===== config.mk =====
export PLATFORM = sky130hd
export DESIGN_NAME = memory_arbiter
export DESIGN_NICKNAME = d
export VERILOG_FILES = /design/src/rtl/memory_arbiter.sv
export SDC_FILE = /design/constraint.sdc
export NUM_CORES = 1
export LEC_CHECK = 0
export BUFFER_PORTS_ARGS = -buffer_cell sky130_fd_sc_hd__clkbuf_2
export CORE_AREA = 2 2 106 108
export DETAILED_ROUTE_END_ITERATION = 6
export DIE_AREA = 0 0 108 110
export PLACE_DENSITY = 0.68
export SETUP_SLACK_MARGIN = 0.5
export SKIP_CTS_REPAIR_TIMING = 1
export SLEW_MARGIN = 20
export SYNTH_ARGS = -nofsm -noshare
export SYNTH_HDL_FRONTEND = slang
export SYNTH_SLANG_ARGS = --single-unit

===== constraint.sdc =====
create_clock -name clock -period 3.3 [get_ports clock]
set_input_delay 0.825 -clock clock [delete_from_list [all_inputs] [get_ports clock]]
set_output_delay 0.825 -clock clock [all_outputs]
set_load 0.01 [all_outputs]

===== src/rtl/memory_arbiter.sv =====
// Serialises fetch, load and store requests onto one memory bus, one transaction at a time.
// Build option: define MEMORY_ARBITER_STARVATION_GUARD_EN to let a starved fetch jump the fixed priority.
module memory_arbiter #(
   parameter int AW           = 32,
   parameter int DW           = 32,
   parameter int TIMEOUT      = 255,
   parameter int STARVE_LIMIT = 4
) (
   input  logic          clock,
   input  logic          reset_n,
   input  logic          fetch_enable,
   input  logic [AW-1:0] fetch_address,
   output logic          fetch_valid,
   input  logic          load_enable,
   input  logic [AW-1:0] load_address,
   output logic          load_valid,
   input  logic          store_enable,
   input  logic [AW-1:0] store_address,
   input  logic [DW-1:0] store_data,
   output logic          store_valid,
   output logic [AW-1:0] mem_address,
   output logic [DW-1:0] mem_data_out,
   output logic          mem_read_enable,
   output logic          mem_write_enable,
   input  logic [DW-1:0] mem_data_in,
   input  logic          mem_data_valid,
   output logic [DW-1:0] read_data,
   output logic          timeout_error,
   output logic          busy,
   output logic [2:0]    debug_state
);

   // Handshake: a requester holds *_enable (and its address/data) until its *_valid
   // is seen high for one cycle; dropping *_enable before that aborts the request.

   typedef enum logic {
      ST_IDLE = 1'b0,
      ST_BUSY = 1'b1
   } state_t;

   typedef enum logic [1:0] {
      GNT_NONE  = 2'd0,
      GNT_FETCH = 2'd1,
      GNT_LOAD  = 2'd2,
      GNT_STORE = 2'd3
   } grant_t;

   localparam logic [15:0] TIMEOUT_LAST = 16'(TIMEOUT - 1);

   if (TIMEOUT < 1 || TIMEOUT > 65535) begin : g_bad_timeout
      $error("memory_arbiter: TIMEOUT out of range 1..65535");
   end
   if (STARVE_LIMIT < 1 || STARVE_LIMIT > 7) begin : g_bad_starve_limit
      $error("memory_arbiter: STARVE_LIMIT out of range 1..7");
   end

   state_t        state;
   grant_t        grant;
   grant_t        next_grant;
   logic [15:0]   timeout_count;
   logic          in_busy;
   logic          granted_enable;
   logic [AW-1:0] granted_address;
   logic          active;
   logic          timeout_hit;
   logic          complete;
   logic          any_request;
   logic          fetch_promoted;

   assign in_busy     = (state == ST_BUSY);
   assign any_request = fetch_enable | load_enable | store_enable;

   always_comb begin
      granted_enable  = 1'b0;
      granted_address = '0;
      case (grant)
         GNT_FETCH: begin
            granted_enable  = fetch_enable;
            granted_address = fetch_address;
         end
         GNT_LOAD: begin
            granted_enable  = load_enable;
            granted_address = load_address;
         end
         GNT_STORE: begin
            granted_enable  = store_enable;
            granted_address = store_address;
         end
         default: begin
            granted_enable  = 1'b0;
            granted_address = '0;
         end
      endcase
   end

`ifdef MEMORY_ARBITER_STARVATION_GUARD_EN
   logic [2:0] starve_count;

   assign fetch_promoted = (32'(starve_count) >= STARVE_LIMIT);

   // Counts IDLE arbitrations that fetch wanted but lost; saturates at 7.
   always_ff @(posedge clock or negedge reset_n) begin
      if (!reset_n) begin
         starve_count <= 3'd0;
      end else if (state == ST_IDLE && any_request) begin
         if (next_grant == GNT_FETCH) begin
            starve_count <= 3'd0;
         end else if (fetch_enable && starve_count != 3'd7) begin
            starve_count <= starve_count + 3'd1;
         end
      end
   end
`else
   assign fetch_promoted = 1'b0;
`endif

   always_comb begin
      next_grant = GNT_NONE;
      if (fetch_promoted && fetch_enable) begin
         next_grant = GNT_FETCH;
      end else if (store_enable) begin
         next_grant = GNT_STORE;
      end else if (load_enable) begin
         next_grant = GNT_LOAD;
      end else if (fetch_enable) begin
         next_grant = GNT_FETCH;
      end
   end

   // A response arriving on the timeout cycle wins: it is a normal completion.
   assign active      = in_busy && granted_enable;
   assign timeout_hit = active && !mem_data_valid && (timeout_count == TIMEOUT_LAST);
   assign complete    = active && (mem_data_valid || timeout_hit);

   always_ff @(posedge clock or negedge reset_n) begin
      if (!reset_n) begin
         state         <= ST_IDLE;
         grant         <= GNT_NONE;
         timeout_count <= 16'd0;
      end else begin
         case (state)
            ST_IDLE: begin
               if (any_request) begin
                  state         <= ST_BUSY;
                  grant         <= next_grant;
                  timeout_count <= 16'd0;
               end
            end
            ST_BUSY: begin
               if (!granted_enable || complete) begin
                  state         <= ST_IDLE;
                  grant         <= GNT_NONE;
                  timeout_count <= 16'd0;
               end else begin
                  timeout_count <= timeout_count + 16'd1;
               end
            end
            default: begin
               state         <= ST_IDLE;
               grant         <= GNT_NONE;
               timeout_count <= 16'd0;
            end
         endcase
      end
   end

   assign mem_address      = in_busy ? granted_address : '0;
   assign mem_data_out     = (in_busy && grant == GNT_STORE) ? store_data : '0;
   assign mem_write_enable = in_busy && (grant == GNT_STORE) && store_enable;
   assign mem_read_enable  = in_busy && (((grant == GNT_LOAD) && load_enable) ||
                                         ((grant == GNT_FETCH) && fetch_enable));

   assign fetch_valid   = complete && (grant == GNT_FETCH);
   assign load_valid    = complete && (grant == GNT_LOAD);
   assign store_valid   = complete && (grant == GNT_STORE);
   assign timeout_error = timeout_hit;
   assign busy          = in_busy;
   assign read_data     = mem_data_in;
   assign debug_state   = {state, grant};

endmodule


After elaboration in Yosys (flattened, before gate mapping)
Index checks and enable logic that the tools add are counted.
W data, S select, Z words.
- equal/unequal tests: 6
- add/sub/neg operators: 1
- bitwise logic cells: 3
- multiplexer cells: 16
- reductions and logical operators: 18
- operators with widths (operator ; count):
    $pmux W32 S3 ; 1
    $mux W32 ; 2
    $mux W16 ; 2
    $pmux W16 S2 ; 1
    $add A16 B1 Y16 const B ; 1
    $eq A16 B8 Y1 const B ; 1
    $logic_and A1 B1 Y1 ; 12
    $mux W2 ; 4
    $eq A2 B2 Y1 const B ; 2
    $pmux W2 S2 ; 1
    $logic_or A1 B1 Y1 ; 3
    $mux W1 ; 3
    $pmux W1 S3 ; 1
    $eq A2 B1 Y1 const B ; 1
    $logic_not A1 Y1 ; 2
    $ne A2 B1 Y1 const B ; 1
    $ne A2 B2 Y1 const B ; 1
    $or A1 B1 Y1 ; 2
    $pmux W1 S2 ; 1
    $reduce_and A2 Y1 ; 1
    $not A1 Y1 ; 1
- bits of input ports: 166
- register bits: 19

Depth between registers and ports, before layout
Gate-level depths: netlist (run 1).
- word-level depth: 10
- mapped depth: 8

Worst setup path before layout (run 1)
No wires, ideal clock.
- path kind: input port to output port
- from: in mem_data_valid
- to: out load_valid
- stages on the path: 5
- arrival time: 2.356 ns
- data required time: 2.475 ns
- path slack: 0.119 ns
- cells stage by stage: buf_6 > or4b_4 > nor4_4 > o21bai_1 > nor3b_1
- longest elaborated chain between the ends: 6
- RTL lines (what ; RTL line ; source):
    start, declared ; 26 ; input logic mem_data_valid,
    $logic_not A1 Y1 ; 132 ; assign timeout_hit = active && !mem_data_valid && (timeout_count == TIMEOUT_LAST);
    $logic_and A1 B1 Y1 (2 in a row) ; 132 ;
    $logic_or A1 B1 Y1 (*) ; 133 ; assign complete = active && (mem_data_valid || timeout_hit);
    $logic_and A1 B1 Y1 (*) ; 133 ;
    $logic_and A1 B1 Y1 (*) ; 174 ; assign load_valid = complete && (grant == GNT_LOAD);
    end, declared ; 16 ; output logic load_valid,
Every way passes the cells marked *; elsewhere a longest branch is shown, timed or not.

Worst setup path in the final report (run 1)
- from: in mem_data_valid
- to: out timeout_error
- longest elaborated chain between the ends: 3
- RTL lines (what ; RTL line ; source):
    $logic_not A1 Y1 ; 132 ;
    $logic_and A1 B1 Y1 (2 in a row) ; 132 ;
    end, declared ; 28 ; output logic timeout_error,
No other way between the ends.

==> results_dict.tcl, run 1 <==
set metrics [dict create \
    ys_ff_latch 19 \
    fin_nets 654 \
    total_power_uw 1942 \
    r2r_slack_ns 1.00 \
    drive_gt1_frac 0.5567 \
    synth_warnings 0 \
    dp_hpwl_mm 7.794 \
    path_buf_inv 3 \
    routedWlPerCell_um 15.42 \
    regToRegEndpoint "timeout_count[10]" \
    start_util 0.2344 \
    yosys-top-cells-count "and2_1 (36), nor2b_1 (34), buf_4 (33), mux2_2 (33), a22oi_1 (32)" \
    syn_inst 316 \
    grt_antenna_before_repair 0 \
    areaGrowthSynthToFinish_pct 42.22 \
    dr_wl_met3_um 890 \
    rows 38 \
    required_ns 2.47 \
    cp-start-kind "input pin" \
    routed.top_layer "met4" \
    fin_tns_setup_ns 0 \
    first_pass_iters 4 \
    vias 2938 \
    instances_no_fill 625 \
    dieArea_mm2 0.01188 \
    seq_area_frac_synth 0.1896 \
    grt_overflow 0 \
    drt-initial-drc-count 203 \
    slowest_delay_ns 0.49 \
    gp_congestion 0.8429 \
    leakage_uw 0.001772 \
    wl_met2_mm 4.692 \
    first_global_vias 2665 \
    slowest_stage "or4b_4" \
    hold_viol 0 \
    ir_worst_vdd_mv 0.2516 \
    nFillCells 1141 \
    tritoncts "yes" \
    clkTransAtPathRegs_ns 0.08 \
    seq_area_um2 475.5 \
    utilization 0.3333 \
    final-setup-viol-count 0 \
    fin_area_mm2 0.003566 \
    synth_flop_cell "dfrtp_1" \
    cp_data_arrival_time_ns 2.13 \
    cp-end-kind "output pin" \
    drv_slew 0 \
    status "completed" \
    slew_headroom 0.5147 \
    port_buffers 207 \
    synth-edff-count 0 \
    post_dp_cell_area_mm2 0.003461 \
    clk_path_buf_depth 2 \
    insertion_delay_ns 0.26 \
    drt-met1-wl_mm 4.011 \
    vias_per_cell 4.701 \
    track_usage 0.1421 \
    syn-cell-area_mm2 0.002507 \
    boundaryPins 272 \
    rsz0062_at_grt "true" \
    core_area_mm2 0.01070 \
    die_w_um 108 \
    synth_area_leader_cell "dfrtp_1" \
    worstSetupPathType "in2out" \
    routed_wl_mm 9.638 \
    htree_num_levels 1 \
    grt_max_degree 38 \
    clockRootBuffer "clkbuf_8" \
    antennaDiodeCount 0 \
    cp_top_family "simple AND/OR/NAND/NOR gates" \
    cts.sinks 19 \
    hold_path_class "in2async" \
    fin_skew_ns 0.009978 \
    yosysMostFrequentCell "and2_1" \
    finalCritPeriodShare 0.8969 \
    grt_pass1_wl_mm 13.61 \
    synth_area_per_cell_um2 7.935 \
    yosysTopAreaCellShare 0.1896 \
    die_y_um 110 \
    drc 0 \
    syn_nets 484 \
    dp.cells 617 \
    worstPathMaxFanout 7 \
    r2r-start "timeout_count[13]" \
    cp_num_cells 6 \
    worst-r2r-cell-count 6 \
    worst_slew_pin_slew_ns 0.7256 \
    fmax_ghz 0.3379 \
    async_reset_ff_frac 1.000 \
    synthDistinctLibCells 40 \
    cap_violations 0 \
    layout_min_cycle_time_ns 2.960 \
    ant_nets 0 \
    cts_buffers 3 \
    crit_chain "buf_12, or4b_4, nor4_4, buf_4, nor2b_2, clkbuf_2" \
    synth_area_leaders "dfrtp_1 (19%), mux2_2 (15%), buf_4 (9.9%)" \
    multi_input_area_mm2 0.001687 \
    power_density_mw_per_mm2 544.7 \
]
[flip-flops by register name (all words and copies together), names as in the netlist]
| signal | cells |
|---|---|
| timeout_count | 16 |
| grant | 2 |
| busy | 1 |
[logic make-up (layout without fill, tap and decap cells)]
logic type,count (synthesis),after routing,synth area share
muxes,34,34,0.1522
DFF,19,19,0.1896
buffers and inverters,63,232,0.1532
AOI/OAI and AO/OA,69,69,0.1871
adders and majority gates,2,2,0.009978
and+or+nand+nor,129,129,0.3079
[area by class of cell]
class | instances | area share
inverters | 7 | 0.007368
multi-input cells | 234 | 0.4730
repair buffers | 221 | 0.3242
clock inverters | 1 | 0.001404
well taps | 140 | 0.04912
flip-flops and latches | 19 | 0.1333
clock buffers | 3 | 0.01158
[worst max-delay path by stage]
| stage | startpoint | end | slack (ns) |
|---|---|---|---|
| 6_report | mem_data_valid | timeout_error | 0.34 |
| 3_3_place_gp | mem_data_valid | fetch_valid | 0.32 |
| 3_5_place_dp | mem_data_valid | fetch_valid | 0.31 |
| 5_1_grt | mem_data_valid | timeout_error | 0.27 |
| 2_1_floorplan | mem_data_valid | fetch_valid | 0.34 |
| 4_1_cts | mem_data_valid | fetch_valid | 0.30 |
[report_power, final]
group	leakage, uW	internal, uW	switching, uW
Sequential	0.000259	255	41.5
Combinational	0.00149	689	790
Clock	0.0000255	84.1	82.4
[metrics by stage]
step           worst slack (ns)  hold slack [ns]
5_1_grt                  0.2722           0.5356
3_3_place_gp             0.3222           0.5042
4_1_cts                  0.3033           0.5200
2_1_floorplan            0.3364           0.4623
3_5_place_dp             0.3061           0.5147
6_report                 0.3403           0.5047
[cells in the final DEF (no fill, tap or decap), types with 2 or more instances in the layout]
cell type    n
dfrtp_1     19
or3_1        6
a21o_1       2
clkbuf_8     3
o21ai_0     14
ha_1         2
a22oi_1     32
nor3_1       3
mux2_2      33
o21ai_1      5
a41oi_1      2
buf_4       14
a21oi_1      5
nor4_1       5
inv_1        7
clkbuf_2   205
nor2b_2      2
and2_1      36
nor3b_2      2
and3_1       3
nor2b_1     32
nor2_1       7
nand3_1     11
nand2_1     14
a31oi_1      3
[worst register-to-register path, cell delays in order (launching register included)]
cell,delay (ns)
dfrtp_1,0.42
or4bb_1,0.56
nor4_4,0.36
buf_4,0.22
or3_1,0.36
o31a_1,0.20
a31oi_1,0.04
[routing by layer]
metal / GRT usage / up-vias
met2: 0.2358 / 149
met1: 0.1871 / 1357
met4: 0.02198 / 0
met5: 0 / -
met3: 0.04115 / 7
li1: - / 1425
Note: power is estimated with default switching activity, not from simulation.
==> run 2, diff against run 1 <==
ABC_AREA = 1   (was default)
CORE_AREA = 2 2 105 107   (was 2 2 106 108)
DIE_AREA = 0 0 107 109   (was 0 0 108 110)
PLACE_DENSITY = 0.7   (was 0.68)
==> run 2 against run 1 <==
Power fell by 12%; synthesized cell count rose by 54%; worst hold slack improved by 0.0033 ns; fmax rose by 14%; sequential share of layout area barely moved; die area fell by 1.8%; largest cell class unchanged; sequential power rose by 2%; first-iteration DRC count fell by 0.99%; utilization rose by 0.31 points; critical path type is now reg2out; wire length fell by 3.1%; cell count rose by 27%; count of clock-buffer cells in the layout rose by 1.
==> results_dict.tcl, run 2 <==
set metrics [dict create \
    r2r_slack_ns 1.62 \
    worstSetupPathType "reg2out" \
    slew_headroom 0.6831 \
    antennaDiodeCount 0 \
    setup_ws_ns 0.7140 \
    cp_data_arrival_time_ns 1.76 \
    dp_hpwl_mm 7.612 \
    clockRootBuffer "clkbuf_8" \
    syn_nets 655 \
    cp-end-kind "output pin" \
    power_density_mw_per_mm2 479.6 \
    ant_nets 0 \
    grt_max_degree 34 \
    ir_worst_vdd_mv 0.2256 \
    rows 38 \
    top_register "timeout_count" \
    nFillCells 1239 \
    drive_gt1_frac 0.3681 \
    seq_area_frac_synth 0.1819 \
    synth-edff-count 0 \
    htree_num_levels 1 \
    layout_min_cycle_time_ns 2.586 \
    regToRegEndpoint "grant[1]" \
    async_reset_ff_frac 1.000 \
    post_dp_cell_area_mm2 0.003518 \
    leakage_uw 0.002410 \
    final-setup-viol-count 0 \
    grt_pass1_wl_mm 13.92 \
    utilization 0.3364 \
    clk_path_buf_depth 2 \
    vias_per_cell 4.279 \
    track_usage 0.1470 \
    worst-r2r-cell-count 11 \
    core_area_mm2 0.01060 \
    yosys-top-cells-count "nand2_1 (185), inv_1 (87), nor2_1 (54)" \
    critPathLaunch "grant[0]" \
    syn_inst 487 \
    start_util 0.2465 \
    fin_area_mm2 0.003567 \
    largest_reg_flops 16 \
    drt-initial-drc-count 201 \
    seq_area_um2 475.5 \
    clkTransAtPathRegs_ns 0.07 \
    synthDistinctLibCells 25 \
    fin_tns_setup_ns 0 \
    drc 0 \
    cap_violations 0 \
    mostFrequentLayoutCells "clkbuf_2 (207), nand2_1 (185), inv_1 (87), nor2_1 (54), nand3_1 (45)" \
    synth_flop_cell "dfrtp_1" \
    routedWlPerCell_um 11.79 \
    vias 3389 \
    cp-start-kind "register" \
    first_global_vias 2927 \
    die_w_um 107 \
    cts.sinks 19 \
    hold_path_class "in2async" \
    synth_area_leaders "nand2_1 (27%), dfrtp_1 (18%), inv_1 (12%)" \
    fin_nets 821 \
    drv_slew 0 \
    boundaryPins 272 \
    tritoncts "yes" \
    yosysTopAreaCellShare 0.2657 \
    port_buffers 207 \
    grt_antenna_before_repair 0 \
    worst_slew_pin_slew_ns 0.4753 \
    slowest_stage "dfrtp_1" \
    slowest_delay_ns 0.44 \
    syn-cell-area_mm2 0.002614 \
    rsz0062_at_grt "false" \
    crit_chain "inv_1, nand2_1, inv_1, buf_4, nand2_1, nand3_1, nand2_1, inv_1, clkbuf_2" \
    hold_viol 0 \
    yosysMostFrequentCell "nand2_1" \
    layout_commonest_cell "clkbuf_2" \
    multi_input_area_mm2 0.001451 \
    pre_cts_slack_ns 0.7936 \
    r2r-start "timeout_count[0]" \
    first_pass_iters 6 \
    insertion_delay_ns 0.25 \
    gp_congestion 0.8237 \
    synth_warnings 0 \
    synth_area_leader_cell "nand2_1" \
    areaGrowthSynthToFinish_pct 36.48 \
    ys_ff_latch 19 \
    grt_overflow 0 \
    fmax_ghz 0.3867 \
    worstPathMaxFanout 32 \
    finalCritPeriodShare 0.7836 \
    routed_wl_mm 9.340 \
    fin_skew_ns 0.002326 \
    cts_buffers 3 \
    synth_area_per_cell_um2 5.367 \
    die_y_um 109 \
    status "completed" \
    dieArea_mm2 0.01166 \
    required_ns 2.47 \
]
==> run 2: worst max path at each step <==
stage,endpoint,slack (ns),depth (start not counted)
6_report,mem_address[5],0.71,9
5_1_grt,load_valid,0.53,11
4_1_cts,mem_data_out[28],0.63,7
3_5_place_dp,fetch_valid,0.79,9
3_3_place_gp,fetch_valid,0.79,9
2_1_floorplan,fetch_valid,1.03,7
==> run 2: metal layers <==
layer	routed length [um]	vias to the layer above	global-route usage
met2	4528	165	0.2616
met5	0	-	0
met1	3771	1484	0.1728
met3	897	10	0.04543
met4	142	0	0.03525
li1	-	1730	-
==> run 2: logic make-up after synthesis <==
| kind of cell | after synthesis | share of synthesized area |
|---|---|---|
| adders and majority gates | 2 | 0.009572 |
| and+or+nand+nor | 301 | 0.4806 |
| DFF | 19 | 0.1819 |
| xor gates and xnor gates | 6 | 0.02011 |
| buffers and inverters | 142 | 0.2628 |
| AOI/OAI and AO/OA | 17 | 0.04499 |
==> run 2: worst max-delay path, delay by kind of cell, from the launching register on <==
| kind | cells | cell delay [ns] |
|---|---|---|
| flops | 1 | 0.44 |
| simple gates | 4 | 0.39 |
| buf+inv | 5 | 0.65 |
==> run 2: where the power goes <==
group / internal (uW) / switching (uW)
Combinational: 451 / 792
Clock: 85.8 / 79.7
Sequential: 253 / 48.5
==> run 2: area by class of cell <==
class                           instances  share of cell area
Clock buffer                            4             0.01263
Inverter                               91             0.09611
Multi-Input combinational cell        326              0.4069
Sequential cell                        19              0.1333
Tap cell                              140             0.04911
Timing Repair Buffer                  212              0.3020
==> run 2: through the flow <==
step           instances  hold WS, ns  total power [uW]
2_1_floorplan        487       0.4716              1135
3_3_place_gp         788       0.4922              1559
3_5_place_dp         788       0.5030              1562
4_1_cts              792       0.5210              1727
5_1_grt              792       0.5389              1893
6_report             792       0.5080              1711
==> run 3, diff against run 2 <==
clock period = 2.6 ns   (was 3.3 ns; I/O delays follow)
==> run 3 against run 2 <==
Count of clock-buffer cells in the layout unchanged; global-route usage shrank 0.16 points; highest routed layer unchanged; critical path type unchanged; design area grew 30%; clock skew down 0.0015 ns; sequential cell count stayed put.
==> results_dict.tcl, run 3 (same netlist as run 2, synthesis figures left out) <==
set metrics [dict create \
    seq_area_um2 479.2 \
    hold_path_class "in2async" \
    tritoncts "yes" \
    layout_min_cycle_time_ns 2.343 \
    final-setup-viol-count 0 \
    antennaDiodeCount 0 \
    routed_wl_mm 12.16 \
    rows 38 \
    clockRootBuffer "clkbuf_8" \
    nFillCells 1045 \
    first_global_vias 2875 \
    vias 3662 \
    drv_slew 0 \
    vias_per_cell 4.504 \
    cap_violations 0 \
    areaGrowthSynthToFinish_pct 77.93 \
    fin_area_mm2 0.004651 \
    clk_path_buf_depth 2 \
    top_register "timeout_count" \
    whs_ns 0.3310 \
    utilization 0.4386 \
    required_ns 1.95 \
    boundaryPins 272 \
    worstSetupPathType "reg2out" \
    largest_reg_flops 16 \
    leakage_uw 0.003157 \
    dp.cells 789 \
    finalCritPeriodShare 0.9013 \
    cp-start-kind "register" \
    first_pass_iters 4 \
    insertion_delay_ns 0.26 \
    hold_viol 0 \
    fin_tns_setup_ns 0 \
    rsz0062_at_grt "true" \
    cp-end-kind "output pin" \
    die_y_um 109 \
    ir_worst_vdd_mv 0.4204 \
    start_util 0.2465 \
    fin_skew_ns 0.0007888 \
    ant_nets 0 \
    dp_hpwl_mm 7.715 \
    clkTransAtPathRegs_ns 0.07 \
    cts.sinks 19 \
    power_density_mw_per_mm2 732.9 \
    die_w_um 107 \
    port_buffers 207 \
    track_usage 0.1453 \
    layout_commonest_cell "clkbuf_2" \
    worst_slew_pin_slew_ns 0.4748 \
    htree_num_levels 1 \
    grt_overflow 0 \
    multi_input_area_mm2 0.002063 \
    grt_pass1_wl_mm 13.74 \
    grt_max_degree 33 \
    fin_nets 842 \
    fmax_ghz 0.4267 \
    status "completed" \
    dieArea_mm2 0.01166 \
    drc 0 \
    cts_buffers 3 \
    post_dp_cell_area_mm2 0.003526 \
    drive_gt1_frac 0.5736 \
    drt-initial-drc-count 227 \
    slew_headroom 0.6835 \
    instances_no_fill 813 \
    gp_congestion 0.8395 \
    mostFrequentLayoutCells "clkbuf_2 (147), nand2_1 (115), inv_1 (76), buf_2 (51)" \
    routedWlPerCell_um 14.96 \
    core_area_mm2 0.01060 \
    cp_data_arrival_time_ns 1.69 \
    worstPathMaxFanout 8 \
    grt_antenna_before_repair 0 \
]
-- run 3: changes by cell type in the layout (fill, tap and decap cells not counted), moves of 23 or more --
cell / change
nand2_1: -70
clkbuf_2: -60
buf_2: +51
nand2_4: +46
nand3_1: -32
nand3_2: +32
nand2_2: +23
-- run 3: worst max-delay path, stage by stage (launching register included) --
cell and delay [ns]:
dfrtp_2 0.47, buf_6 0.14, nand2_4 0.08, clkinv_8 0.09, clkbuf_16 0.18, nand2_1 0.10, nand3_2 0.10, nand2_1 0.08
inv_1 0.05, buf_2 0.14
-- run 3: worst paths after layout --
| path | cells after the start | to | slack [ns] | from |
|---|---|---|---|---|
| worst min-delay path | 1 | timeout_count[14] | 0.33 | reset_n |
| worst min register to register | 2 | timeout_count[13] | 0.52 | timeout_count[13] |
| worst max-delay path | 9 | mem_address[24] | 0.26 | grant[1] |
| min in group clock | 2 | timeout_count[13] | 0.52 | timeout_count[13] |
| max in group asynchronous | 1 | grant[0] | 1.92 | reset_n |
| worst max register to register | 12 | grant[1] | 0.90 | timeout_count[0] |
-- run 3: cell type report --
class | instances | area share
Sequential cell | 19 | 0.1030
Clock buffer | 4 | 0.009685
Tap cell | 140 | 0.03766
Multi-Input combinational cell | 326 | 0.4436
Timing Repair Buffer | 233 | 0.3263
Inverter | 91 | 0.07963
-- run 3: where the power goes --
part	internal (uW)	switching (uW)
Sequential	325	65.8
Combinational	1220	1590
Clock	109	104
-- run 3: per-layer routing --
metal	track usage	share of wire	vias to the layer above
met3	0.03646	0.072	31
li1	-	-	1773
met5	0	0	-
met1	0.1754	0.39	1646
met2	0.2598	0.50	212
met4	0.03432	0.032	0
-- run 3: through the flow --
stage	power, uW	worst slack, ns
2_1_floorplan	1440	0.6847
3_3_place_gp	1971	0.4502
3_5_place_dp	1974	0.4385
4_1_cts	2194	0.2087
5_1_grt	3647	0.1789
6_report	3408	0.2567
